===== src/rtl/bcd_seq_converter.sv =====
// Sequential binary-to-BCD converter (shift-and-add-3), one input bit per clock,
// with start/busy/done handshake and optional excess-3 output coding.
module bcd_seq_converter #(
  parameter int BIN_W   = 8,
  parameter int DIGITS  = 3,
  parameter int EXCESS3 = 0
) (
  input  logic                  clk,
  input  logic                  rst,
  input  logic                  start,
  input  logic [BIN_W-1:0]      bin_in,
  output logic                  busy,
  output logic                  done,
  output logic [4*DIGITS-1:0]   bcd_out
);

  localparam int BCD_W = 4 * DIGITS;
  localparam int CNT_W = $clog2(BIN_W + 1);
  localparam logic [CNT_W-1:0] LAST_BIT = CNT_W'(BIN_W - 1);

  localparam logic [1:0] IDLE   = 2'd0;
  localparam logic [1:0] SHIFT  = 2'd1;
  localparam logic [1:0] FINISH = 2'd2;

  // True when DIGITS decimal digits can hold the largest BIN_W-bit value.
  function automatic bit digits_ok(input int bw, input int nd);
    longint unsigned pow10;
    longint unsigned max_val;
    pow10   = 1;
    max_val = (64'd1 << bw) - 64'd1;
    for (int i = 0; i < nd; i++) begin
      if (pow10 <= max_val) pow10 = pow10 * 10;
    end
    return pow10 > max_val;
  endfunction

  if (BIN_W < 1 || BIN_W > 32) begin : g_bad_width
    $error("bcd_seq_converter: BIN_W=%0d outside 1..32", BIN_W);
  end
  if (!digits_ok(BIN_W, DIGITS)) begin : g_bad_digits
    $error("bcd_seq_converter: DIGITS=%0d too small for BIN_W=%0d", DIGITS, BIN_W);
  end

  // Output coding: plain 8421 BCD, or each digit offset by 3 in excess-3 mode.
  function automatic logic [BCD_W-1:0] encode(input logic [BCD_W-1:0] bcd);
    logic [BCD_W-1:0] res;
    res = bcd;
    if (EXCESS3 != 0) begin
      for (int k = 0; k < DIGITS; k++) res[4*k +: 4] = bcd[4*k +: 4] + 4'd3;
    end
    return res;
  endfunction

  logic [1:0]       state;
  logic [CNT_W-1:0] bit_cnt;
  logic [BIN_W-1:0] shift_reg;
  logic [BCD_W-1:0] scratch;
  logic [BCD_W-1:0] scratch_adj;

  // NOTE: assign the default before the loop so no path leaves scratch_adj unassigned (no latch).
  always_comb begin
    scratch_adj = scratch;
    for (int k = 0; k < DIGITS; k++) begin
      if (scratch[4*k +: 4] >= 4'd5) scratch_adj[4*k +: 4] = scratch[4*k +: 4] + 4'd3;
    end
  end

  // NOTE: state registers use non-blocking assignments so every flop samples pre-edge values.
  always_ff @(posedge clk or posedge rst) begin
    if (rst) begin
      state     <= IDLE;
      busy      <= 1'b0;
      done      <= 1'b0;
      bit_cnt   <= '0;
      shift_reg <= '0;
      scratch   <= '0;
      bcd_out   <= encode('0);
    end else begin
      case (state)
        IDLE: begin
          done <= 1'b0;
          if (start) begin
            shift_reg <= bin_in;
            scratch   <= '0;
            bit_cnt   <= '0;
            busy      <= 1'b1;
            state     <= SHIFT;
          end
        end
        SHIFT: begin
          // Adjust then shift: the MSB of the operand enters the BCD scratch LSB.
          scratch   <= {scratch_adj[BCD_W-2:0], shift_reg[BIN_W-1]};
          shift_reg <= shift_reg << 1;
          bit_cnt   <= bit_cnt + 1'b1;
          if (bit_cnt == LAST_BIT) state <= FINISH;
        end
        FINISH: begin
          bcd_out <= encode(scratch);
          done    <= 1'b1;
          busy    <= 1'b0;
          state   <= IDLE;
        end
        default: state <= IDLE;
      endcase
    end
  end

endmodule


===== config.mk =====
export PLATFORM = sky130hd
export DESIGN_NAME = bcd_seq_converter
export DESIGN_NICKNAME = d
export VERILOG_FILES = /design/src/rtl/bcd_seq_converter.sv
export SDC_FILE = /design/constraint.sdc
export NUM_CORES = 1
export LEC_CHECK = 0
export CAP_MARGIN = 20
export CORE_ASPECT_RATIO = 0.9
export CORE_MARGIN = 2
export CORE_UTILIZATION = 25
export CTS_CLUSTER_SIZE = 25
export DETAILED_ROUTE_END_ITERATION = 7
export SLEW_MARGIN = 20
export SYNTH_ARGS = -nofsm -noshare
export SYNTH_HDL_FRONTEND = slang
export SYNTH_SLANG_ARGS = --single-unit
export TNS_END_PERCENT = 5

===== constraint.sdc =====
create_clock -name clk -period 1.8 [get_ports clk]
set_input_delay 0.18 -clock clk [delete_from_list [all_inputs] [get_ports clk]]
set_output_delay 0.18 -clock clk [all_outputs]
set_load 0.005 [all_outputs]

==> results of run 1 <==
-- stage by stage --
stage                     std cells  utilization (%)  hold slack (ns)
after floorplan                 193                -           0.3811
after global placement          310            30.41           0.4608
after detailed placement        310            30.41           0.4692
after CTS                       318            31.57           0.3201
after global routing            318            31.57           0.3538
final                           318            31.57           0.2992
-- worst min-delay path by stage --
stage / from / to / slack (ns) / depth (start not counted)
2_1_floorplan: bin_in[4] / shift_reg[4] / 0.38 / 2
3_5_place_dp: bcd_out[2] / bcd_out[2] / 0.47 / 2
4_1_cts: rst / scratch[11] / 0.32 / 3
3_3_place_gp: bcd_out[10] / bcd_out[10] / 0.46 / 2
6_report: rst / busy / 0.30 / 3
5_1_grt: rst / busy / 0.35 / 3
-- final cells by class --
cell class              instances  area (um^2)  area share [%]
clock buffers                   5        68.82           2.875
clock inverters                 3        18.77          0.7841
multi-input cells             130        834.6           34.87
well taps                      96        120.1           5.018
repair buffers                 30        297.8           12.44
flip-flops and latches         40         1001           41.82
inverters                      14        52.55           2.196
-- logic make-up (layout without fill, tap and decap cells) --
| group | count (synthesis) | after routing | synth area share, % |
|---|---|---|---|
| AOI/OAI and AO/OA | 61 | 61 | 21.47 |
| and+or+nand+nor | 58 | 58 | 14.59 |
| DFF | 40 | 40 | 50.96 |
| buffers and inverters | 23 | 52 | 6.560 |
| adders and majority gates | 7 | 7 | 4.458 |
| xor gates and xnor gates | 2 | 2 | 0.8919 |
| muxes | 2 | 2 | 1.083 |
-- worst max-delay path, delay by kind of cell, from the launching register on --
| kind | cells | cell delay, ns |
|---|---|---|
| AO/OA/AOI/OAI | 2 | 0.44 |
| adder cells (fa/ha/maj) | 1 | 0.24 |
| buffers and inverters | 1 | 0.10 |
| flip-flops | 1 | 0.42 |
| AND/OR/NAND/NOR | 1 | 0.16 |
-- power breakdown --
group          internal, uW  total (uW)  switching [uW]  leakage [uW]
combinational           916        1810             894      0.000485
clock                   270         590             320     0.0000479
sequential             1270        1560             288      0.000521
total                  2460        3960            1500       0.00105
-- per-layer routing --
metal  global-route usage [%]  routed length [um]
met4                    3.788                  45
met3                    2.953                 184
met2                    13.92                1583
met5                        0                   0
met1                    13.67                1995
-- layout by cell type (no fill, tap or decap) --
cell type / instances
ha_1: 7
dfrtp_1: 40
nor2b_4: 1
clkbuf_8: 5
and3b_1: 4
mux2_2: 1
buf_4: 5
nor2b_1: 4
nor3_1: 1
nand3b_1: 3
o211ai_2: 1
o21a_1: 4
o21ai_0: 18
clkdlybuf4s50_1: 24
xnor2_1: 2
nand2b_1: 6
nand3_1: 1
clkinv_4: 1
nand2_1: 36
o211ai_1: 5
inv_1: 14
o21ai_1: 5
buf_12: 1
a22o_1: 7
o2111ai_1: 6
mux2i_1: 1
a2bb2oi_1: 1
o31ai_1: 5
nor2_1: 2
clkinv_2: 2
a22oi_1: 3
a21oi_1: 5
o21bai_4: 1
==> out/summary.json, run 1 <==
{
  "run_status": "finished, final reports clean",
  "synth_nets": 211,
  "layout_worst_path_cycle_share_pct": 80.07,
  "cap_violations": 0,
  "placement.setup.worst_slack_ns": 0.3202,
  "critical_path.endpoint_type": "register",
  "timing_worst_slew_pin_value_ns": 0.5156,
  "netlist_area_um2": 1964,
  "post_cts_buffers": 0,
  "minimum_setup_slack_among_reg_to_reg_paths_ns": 0.36,
  "grtUsageTotal_pct": 9.679,
  "crit_path_start_kind": "register",
  "avgViaCountPerCell": 4.563,
  "pin_count_of_the_biggest_net_entering_global_routing": 41,
  "clock_root_buffer_master": "clkbuf_8",
  "timing.final.crit_period_ns": 1.441,
  "synth-async-reset-ratio_pct": 100.0,
  "grt_setup_unrepaired": "no",
  "crit_slowest_cell": "dfrtp_1",
  "ys_ff_latch": 40,
  "design.core.area_um2": 7582,
  "antenna_found_initial": 0,
  "synthMostInstantiatedCell": "dfrtp_1",
  "synthesis.area_per_instance_um2": 10.18,
  "power_density_nw_per_um2": 1655,
  "yosys-top-cells-area": "dfrtp_1 51%, nand2_1 6.9%, o21ai_0 4.6%",
  "drt_first_iter_violations": 82,
  "yosys.area.top_type": "dfrtp_1",
  "setup_viol_count_final": 0,
  "dp.final_hpwl_mm": 2.621,
  "slew_violations": 0,
  "wire_per_inst_um": 11.98,
  "drtAntennaViolNets": 0,
  "layout.cell_area.non_filler_um2": 2394,
  "clock_pin_slew_on_the_worst_setup_and_hold_paths_ns": 0.08,
  "cts_htree_levels": 2,
  "area.growth.synth_to_final_pct": 21.85,
  "final_layout_size_suffix_gt1_share_pct": 8.108,
  "syn-instance-count": 193,
  "global_route_wire_length_before_repair_mm": 6.617,
  "design.die.area_um2": 8584,
  "wirelength_mm": 3.809,
  "num-fill-cells": 794,
  "startpoint": "scratch[0]",
  "number_of_top_level_pins": 25,
  "clock_sink_count": 40,
  "synth_top_cells_by_count": "40 x dfrtp_1, 36 x nand2_1, 18 x o21ai_0, 14 x inv_1",
  "gpl.final_weighted_congestion": 0.7783,
  "hold_path.class": "in -> async",
  "crit_path_cell_trace": "inv_1 -> ha_1 -> nor2b_1 -> o21a_1 -> o31ai_1",
  "portBuffers": 24,
  "yosysWarnings": 0,
  "antenna_cells": 0,
  "tritoncts_buffers": 5,
  "clock_latency_ns": 0.30,
  "total_vias_in_the_final_route": 1451,
  "worst_slew_margin_rel_pct": 65.63,
  "timing.critical_path.to": "scratch[4]",
  "chipWidth_um": 97.44,
  "fin_total_pwr_uw": 3962,
  "vias_in_the_first_global_route": 1370,
  "setup_tns_ns": 0,
  "crit_path_max_fanout": 5,
  "r2r-start": "scratch[0]",
  "edff_count_synth": 0,
  "cts_resized": 0,
  "worstReg2RegEnd": "scratch[4]",
  "timing.reg2reg.worst_path_depth": 5,
  "tritoncts": "built",
  "fmaxAchievable_mhz": 693.9,
  "finish.net_count": 239,
  "leakage_power_of_the_design_uw": 0.001054,
  "critPathRequiredTime_ns": 2.00,
  "cts_hold_buffers": 0,
  "rows": 30,
  "netlist-cell-type-count": 30,
  "final.setup.worst_slack_ns": 0.3588,
  "yosysTopAreaCellShare_pct": 50.96,
  "ir_worst_vdd_uv": 540.6,
  "critical-path-max-stage-delay_ns": 0.42,
  "drt_pass_1_iters": 4,
  "critical_path_arrival_ns": 1.64,
  "drcViolationCount": 0,
  "yosysSeqAreaShare_pct": 50.96,
  "critical_path_class": "reg -> reg",
  "hold_violations": 0,
  "layout_skew_ns": 0.008983,
  "die_h_um": 88.10,
  "post_dp_cell_area_um2": 2306,
  "worst_case_clock_buffer_depth": 2,
  "synth-main-ff-cell": "dfrtp_1",
  "grt_overflow": 0,
  "floorplan.initialDensity_pct": 25.91
}
(Power assumes the default switching activity.)
==> inputs of run 2 (changes only) <==
==> constraint.sdc (replaced) <==
create_clock -name clk -period 1.3 [get_ports clk]
set_input_delay 0.13 -clock clk [delete_from_list [all_inputs] [get_ports clk]]
set_output_delay 0.13 -clock clk [all_outputs]
set_load 0.005 [all_outputs]
==> out/summary.json, run 2 (same netlist as run 1, synthesis figures left out) <==
{
  "run_status": {"value": "finished, final reports clean", "change": "unchanged"},
  "clock_sink_count": {"value": 40, "change": "unchanged"},
  "dp.final_hpwl": {"value": 2.767, "unit": "mm", "change": "was 2.621 mm"},
  "rows": {"value": 30, "change": "unchanged"},
  "wire_per_inst": {"value": 11.80, "unit": "um", "change": "was 11.98 um"},
  "area.growth.synth_to_final": {"value": 37.07, "unit": "%", "change": "was 21.85%"},
  "chipWidth": {"value": 97.44, "unit": "um", "change": "unchanged"},
  "leakage_power_of_the_design": {"value": 0.001425, "unit": "uW", "change": "was 0.001054 uW"},
  "worst_case_clock_buffer_depth": {"value": 2, "change": "unchanged"},
  "antenna_found_initial": {"value": 0, "change": "unchanged"},
  "cap_violations": {"value": 0, "change": "unchanged"},
  "post_dp_cell_area": {"value": 2464, "unit": "um^2", "change": "was 2306 um^2"},
  "path_buf_inv": {"value": 1, "change": "unchanged"},
  "worst_slew_margin_rel": {"value": 83.19, "unit": "%", "change": "was 65.63%"},
  "grt_setup_unrepaired": {"value": "yes", "change": "was no"},
  "pin_count_of_the_biggest_net_entering_global_routing": {"value": 41, "change": "unchanged"},
  "floorplan.initialDensity": {"value": 25.91, "unit": "%", "change": "unchanged"},
  "timing_worst_slew_pin_value": {"value": 0.2500, "unit": "ns", "change": "was 0.5156 ns"},
  "clock_latency": {"value": 0.29, "unit": "ns", "change": "was 0.30 ns"},
  "drtAntennaViolNets": {"value": 0, "change": "unchanged"},
  "layout_worst_path_cycle_share": {"value": 96.47, "unit": "%", "change": "was 80.07%"},
  "antenna_cells": {"value": 0, "change": "unchanged"},
  "drcViolationCount": {"value": 0, "change": "unchanged"},
  "tritoncts_buffers": {"value": 5, "change": "unchanged"},
  "avgViaCountPerCell": {"value": 4.507, "change": "was 4.563"},
  "critical_path_class": {"value": "reg -> reg", "change": "unchanged"},
  "clock_pin_slew_on_the_worst_setup_and_hold_paths": {"value": 0.08, "unit": "ns", "change": "about the same"},
  "sequentialPowerShare": {"value": 33.9, "unit": "%", "change": "was 39.4%"},
  "grt_overflow": {"value": 0, "change": "unchanged"},
  "design.die.area": {"value": 8584, "unit": "um^2", "change": "unchanged"},
  "layout_common_cells": {"value": "39 x dfrtp_1, 36 x nand2_1, 23 x buf_4", "change": "was 40 x dfrtp_1, 36 x nand2_1, 24 x clkdlybuf4s50_1"},
  "power_density": {"value": 2331, "unit": "nW/um^2", "change": "was 1655 nW/um^2"},
  "hold_violations": {"value": 0, "change": "unchanged"},
  "drt_pass_1_iters": {"value": 4, "change": "unchanged"},
  "critPathRequiredTime": {"value": 1.47, "unit": "ns", "change": "was 2.00 ns"},
  "crit_path_max_fanout": {"value": 3, "change": "was 5"},
  "drt_first_iter_violations": {"value": 60, "change": "was 82"},
  "critical_path_arrival": {"value": 1.42, "unit": "ns", "change": "was 1.64 ns"},
  "setup_viol_count_final": {"value": 0, "change": "unchanged"},
  "final_common_cell": {"value": "dfrtp_1", "change": "unchanged"},
  "crit_path_cell_trace": {"value": "buf_4 -> ha_2 -> nor2b_4 -> o21a_1 -> o211ai_1", "change": "was inv_1 -> ha_1 -> nor2b_1 -> o21a_1 -> o31ai_1"},
  "fmaxAchievable": {"value": 797.4, "unit": "MHz", "change": "was 693.9 MHz"},
  "hold_path.class": {"value": "in -> async", "change": "unchanged"},
  "p_int": {"value": 4069, "unit": "uW", "change": "was 2459 uW"},
  "finish.net_count": {"value": 260, "change": "was 239"},
  "tritoncts": {"value": "built", "change": "unchanged"},
  "layout_skew": {"value": 0.004229, "unit": "ns", "change": "was 0.008983 ns"},
  "layout.cell_area.non_filler": {"value": 2693, "unit": "um^2", "change": "was 2394 um^2"},
  "ir_worst_vdd": {"value": 904.1, "unit": "uV", "change": "was 540.6 uV"},
  "final_layout_size_suffix_gt1_share": {"value": 21.40, "unit": "%", "change": "was 8.108%"},
  "die_h": {"value": 88.10, "unit": "um", "change": "unchanged"},
  "timing.final.crit_period": {"value": 1.254, "unit": "ns", "change": "was 1.441 ns"},
  "wirelength": {"value": 4.000, "unit": "mm", "change": "was 3.809 mm"},
  "global_route_wire_length_before_repair": {"value": 7.003, "unit": "mm", "change": "was 6.617 mm"},
  "critical_path.endpoint_type": {"value": "register", "change": "unchanged"},
  "postLayoutCoreUtil": {"value": 35.51, "unit": "%", "change": "was 31.57%"},
  "timing.reg2reg.worst_path_depth": {"value": 5, "change": "unchanged"},
  "gpl.final_weighted_congestion": {"value": 0.7835, "change": "was 0.7783"},
  "fin_total_pwr": {"value": 6276, "unit": "uW", "change": "was 3962 uW"},
  "total_vias_in_the_final_route": {"value": 1528, "change": "was 1451"},
  "cts_htree_levels": {"value": 2, "change": "unchanged"},
  "grtUsageTotal": {"value": 10.16, "unit": "%", "change": "was 9.679%"},
  "cp.depth": {"value": 5, "change": "unchanged"},
  "clock_power_share": {"value": 16.0, "unit": "%", "change": "was 14.9%"},
  "vias_in_the_first_global_route": {"value": 1534, "change": "was 1370"},
  "portBuffers": {"value": 24, "change": "unchanged"},
  "design.core.area": {"value": 7582, "unit": "um^2", "change": "unchanged"},
  "critical-path-max-stage-delay": {"value": 0.39, "unit": "ns", "change": "was 0.42 ns"},
  "crit_path_start_kind": {"value": "register", "change": "unchanged"},
  "clock_root_buffer_master": {"value": "clkbuf_8", "change": "unchanged"},
  "crit_slowest_cell": {"value": "dfrtp_1", "change": "unchanged"},
  "cpLargestDelayFamily": {"value": "flip-flops", "change": "was compound AO/OA/AOI/OAI gates"},
  "net-switching-power": {"value": 2207, "unit": "uW", "change": "was 1502 uW"},
  "slew_violations": {"value": 0, "change": "unchanged"},
  "switching_part_of_the_total": {"value": 35.17, "unit": "%", "change": "was 37.93%"},
  "p_comb_share": {"value": 50.1, "unit": "%", "change": "was 45.7%"},
  "number_of_top_level_pins": {"value": 25, "change": "unchanged"}
}
[run 2: cell types whose count changed in the layout (fill, tap and decap cells not counted), moves of 5 or more]
cell	delta
buf_4	+18
clkdlybuf4s50_1	-14
dlymetal6s2s_1	+14
ha_1	-5
[run 2: final timing paths]
check                            from      endpoint  slack, ns
setup / recovery           scratch[4]    scratch[6]       0.05
hold reg to reg            bcd_out[4]    bcd_out[4]       0.47
max in group asynchronous         rst      state[0]       0.90
min in group clk           bcd_out[4]    bcd_out[4]       0.47
setup reg to reg           scratch[4]    scratch[6]       0.05
hold / removal                    rst  shift_reg[6]       0.19
[run 2: area by class of cell]
class                   count  area [um^2]
repair buffers             51        528.0
fillers                   791         4890
well taps                  96        120.1
clock inverters             2        35.03
flip-flops and latches     40         1002
multi-input cells         130        882.1
inverters                  14        52.55
clock buffers               6        72.57
[run 2: metal layers]
layer	GRT usage [%]	share of wire, %	up-vias
li1	-	-	779
met1	13.47	50	709
met2	16.05	43	33
met3	3.033	5.2	7
met4	3.409	1.4	0
met5	0	0	-
[run 2: through the flow]
stage | hold slack (ns) | cells | setup slack, ns | setup TNS, ns
floorplan | 0.3311 | 193 | 0.01121 | 0
CTS | 0.1923 | 339 | 0.0001372 | 0
detailed placement | 0.4698 | 326 | -0.05451 | -0.2637
finish | 0.1854 | 339 | 0.04585 | 0
global route | 0.2380 | 339 | -0.04608 | -0.1042
global placement | 0.4616 | 326 | -0.001053 | -0.001441
[run 2: what timing repair did]
action	in CTS	in global routing
setup endpoints to repair	8	38
pin swaps	3	2
gates resized for setup	7	27
hold buffers	0	0
buffers inserted	5	0
[run 2: worst register-to-register path: cells and delay by family (launching register included)]
family / cells / cell delay (ns)
and+or+nand+nor: 1 / 0.13
DFF: 1 / 0.39
AOI/OAI and AO/OA: 2 / 0.30
buffers and inverters: 1 / 0.14
adders and majority gates: 1 / 0.18
[run 2: power groups by stage]
stage | registers (uW) | logic [uW] | clock network [uW]
2_1_floorplan | 2120 | 1780 | 0
3_3_place_gp | 2140 | 2870 | 0
3_5_place_dp | 2160 | 2930 | 0
4_1_cts | 2130 | 3130 | 1050
5_1_grt | 2210 | 3540 | 1100
6_report | 2130 | 3140 | 1000
==> inputs of run 3 (changes only) <==
--- a/config.mk
+++ b/config.mk
@@ -11,6 +11,7 @@
 export CORE_UTILIZATION = 25
 export CTS_CLUSTER_SIZE = 25
 export DETAILED_ROUTE_END_ITERATION = 7
+export DONT_BUFFER_PORTS = 1
 export SLEW_MARGIN = 20
 export SYNTH_ARGS = -nofsm -noshare
 export SYNTH_HDL_FRONTEND = slang
==> out/summary.json, run 3 (same netlist as run 1, synthesis figures left out) <==
{
  "rows": {"value": 30, "change": "unchanged"},
  "run_status": {"value": "finished, final reports clean", "change": "unchanged"},
  "antenna_cells": {"value": 0, "change": "unchanged"},
  "gpl.final_weighted_congestion": {"value": 0.8019, "change": "was 0.7835"},
  "grt_overflow": {"value": 0, "change": "unchanged"},
  "area.growth.synth_to_final": {"value": 20.38, "unit": "%", "change": "was 37.07%"},
  "critPathRequiredTime": {"value": 1.47, "unit": "ns", "change": "about the same"},
  "chipWidth": {"value": 97.44, "unit": "um", "change": "unchanged"},
  "timing.final.crit_period": {"value": 1.270, "unit": "ns", "change": "was 1.254 ns"},
  "design.core.area": {"value": 7582, "unit": "um^2", "change": "unchanged"},
  "num-fill-cells": {"value": 797, "change": "was 791"},
  "post_dp_cell_area": {"value": 2193, "unit": "um^2", "change": "was 2464 um^2"},
  "hold_ws": {"value": 0.05466, "unit": "ns", "change": "was 0.1854 ns"},
  "clock_root_buffer_master": {"value": "clkbuf_8", "change": "unchanged"},
  "worst_slew_margin_rel": {"value": 65.29, "unit": "%", "change": "was 83.19%"},
  "floorplan.initialDensity": {"value": 25.91, "unit": "%", "change": "unchanged"},
  "drt_pass_1_iters": {"value": 4, "change": "unchanged"},
  "grtUsageTotal": {"value": 9.869, "unit": "%", "change": "was 10.16%"},
  "final_common_cell": {"value": "dfrtp_1", "change": "unchanged"},
  "critical_path_class": {"value": "reg -> reg", "change": "unchanged"},
  "grt_setup_unrepaired": {"value": "yes", "change": "unchanged"},
  "finish.net_count": {"value": 229, "change": "was 260"},
  "hold_path.class": {"value": "in -> reg", "change": "was in -> async"},
  "layout.cell_area.non_filler": {"value": 2365, "unit": "um^2", "change": "was 2693 um^2"},
  "vias_in_the_first_global_route": {"value": 1434, "change": "was 1534"},
  "global_route_wire_length_before_repair": {"value": 6.748, "unit": "mm", "change": "was 7.003 mm"},
  "tritoncts_buffers": {"value": 5, "change": "unchanged"},
  "timing_worst_slew_pin_value": {"value": 0.5207, "unit": "ns", "change": "was 0.2500 ns"},
  "fmaxAchievable": {"value": 787.5, "unit": "MHz", "change": "was 797.4 MHz"},
  "drcViolationCount": {"value": 0, "change": "unchanged"},
  "setup_viol_count_final": {"value": 0, "change": "unchanged"},
  "total_vias_in_the_final_route": {"value": 1461, "change": "was 1528"},
  "crit_path_max_fanout": {"value": 3, "change": "unchanged"},
  "die_h": {"value": 88.10, "unit": "um", "change": "unchanged"},
  "layoutNonFillerInstCount": {"value": 308, "change": "was 339"},
  "sequentialPowerShare": {"value": 36.2, "unit": "%", "change": "was 33.9%"},
  "hold_violations": {"value": 0, "change": "unchanged"},
  "drtAntennaViolNets": {"value": 0, "change": "unchanged"},
  "crit_path_start_kind": {"value": "register", "change": "unchanged"},
  "layout_worst_path_cycle_share": {"value": 97.68, "unit": "%", "change": "was 96.47%"},
  "worst_case_clock_buffer_depth": {"value": 2, "change": "unchanged"},
  "clock_pin_slew_on_the_worst_setup_and_hold_paths": {"value": 0.08, "unit": "ns", "change": "about the same"},
  "antenna_found_initial": {"value": 0, "change": "unchanged"},
  "tritoncts": {"value": "built", "change": "unchanged"},
  "design.die.area": {"value": 8584, "unit": "um^2", "change": "unchanged"},
  "p_comb_share": {"value": 46.9, "unit": "%", "change": "was 50.1%"},
  "clock_latency": {"value": 0.29, "unit": "ns", "change": "about the same"},
  "p_int": {"value": 3752, "unit": "uW", "change": "was 4069 uW"},
  "drt_first_iter_violations": {"value": 57, "change": "was 60"},
  "critical_path_arrival": {"value": 1.44, "unit": "ns", "change": "was 1.42 ns"},
  "net-switching-power": {"value": 2191, "unit": "uW", "change": "was 2207 uW"},
  "power_density": {"value": 2513, "unit": "nW/um^2", "change": "was 2331 nW/um^2"},
  "portBuffers": {"value": 0, "change": "was 24"},
  "avgViaCountPerCell": {"value": 4.744, "change": "was 4.507"},
  "ir_worst_vdd": {"value": 807.5, "unit": "uV", "change": "was 904.1 uV"},
  "layout_common_cells": {"value": "39 x dfrtp_1, 36 x nand2_1, 18 x o21ai_0", "change": "was 39 x dfrtp_1, 36 x nand2_1, 23 x buf_4"},
  "leakage_power_of_the_design": {"value": 0.001080, "unit": "uW", "change": "was 0.001425 uW"},
  "wirelength": {"value": 3.989, "unit": "mm", "change": "was 4.000 mm"},
  "switching_part_of_the_total": {"value": 36.87, "unit": "%", "change": "was 35.17%"},
  "pin_count_of_the_biggest_net_entering_global_routing": {"value": 41, "change": "unchanged"},
  "setup_tns": {"value": 0, "unit": "ns", "change": "unchanged"},
  "clock_power_share": {"value": 16.9, "unit": "%", "change": "was 16.0%"},
  "number_of_top_level_pins": {"value": 25, "change": "unchanged"},
  "place_inst": {"value": 298, "change": "was 326"},
  "cap_violations": {"value": 0, "change": "unchanged"},
  "final_layout_size_suffix_gt1_share": {"value": 18.87, "unit": "%", "change": "was 21.40%"},
  "clock_sink_count": {"value": 40, "change": "unchanged"},
  "wire_per_inst": {"value": 12.95, "unit": "um", "change": "was 11.80 um"},
  "dp.final_hpwl": {"value": 2.729, "unit": "mm", "change": "was 2.767 mm"},
  "layout_skew": {"value": 0.007805, "unit": "ns", "change": "was 0.004229 ns"},
  "critical_path.endpoint_type": {"value": "register", "change": "unchanged"},
  "cts_htree_levels": {"value": 2, "change": "unchanged"},
  "slew_violations": {"value": 0, "change": "unchanged"}
}
==> run 3: area by class of cell <==
class                   count  area, um^2  area share (%)
repair buffers             20       202.7           8.571
inverters                  14       52.55           2.222
multi-input cells         130       879.6           37.20
flip-flops and latches     40        1002           42.38
well taps                  96       120.1           5.079
clock buffers               6       72.57           3.069
clock inverters             2       35.03           1.481
==> run 3: stage by stage <==
stage,power [uW],setup WS (ns),util (%)
after floorplan,3899,0.01121,-
after global placement,4678,0.03655,28.93
after detailed placement,4776,-0.03195,28.93
after CTS,5856,-0.02019,30.64
after global routing,6465,-0.02253,31.19
final,5943,0.03010,31.19
==> run 3: power groups by stage <==
stage	combinational, uW	clock (uW)	sequential [uW]
4_1_cts	2650	1050	2150
5_1_grt	3140	1090	2240
6_report	2790	1010	2150
3_5_place_dp	2590	0	2190
3_3_place_gp	2520	0	2160
2_1_floorplan	1780	0	2120
==> run 3: final timing paths <==
path                                end  slack, ns    startpoint  cells past startpoint
min in group asynchronous    scratch[2]       0.40           rst                      3
max                         scratch[10]       0.03    scratch[9]                      5
max reg2reg                 scratch[10]       0.03    scratch[9]                      5
min reg2reg                shift_reg[6]       0.49  shift_reg[6]                      2
min                        shift_reg[6]       0.05     bin_in[6]                      2
max in group asynchronous      state[1]       0.51           rst                      3
==> run 3: what timing repair did <==
| action | 4_1_cts | 5_1_grt |
|---|---|---|
| pin swaps | 0 | 4 |
| gates resized for setup | 2 | 12 |
| hold buffers | 1 | 0 |
| endpoints found under the hold margin | 40 | 0 |
| gates cloned | 0 | 0 |
| setup buffers | 1 | 0 |
| setup endpoints to repair | 6 | 13 |
==> run 3: metal layers <==
metal,up-vias,global-route usage [%],part of all wire (%)
li1,713,-,-
met1,704,12.92,50
met2,36,15.61,44
met3,8,3.192,4.9
met4,0,3.283,1.1
met5,-,0,0
==> run 3: critical path, cell delays in order, from the launching register on <==
cell	delay, ns
dfrtp_1	0.38
inv_1	0.10
ha_1	0.22
nor2b_4	0.19
o21a_1	0.15
o211ai_1	0.11
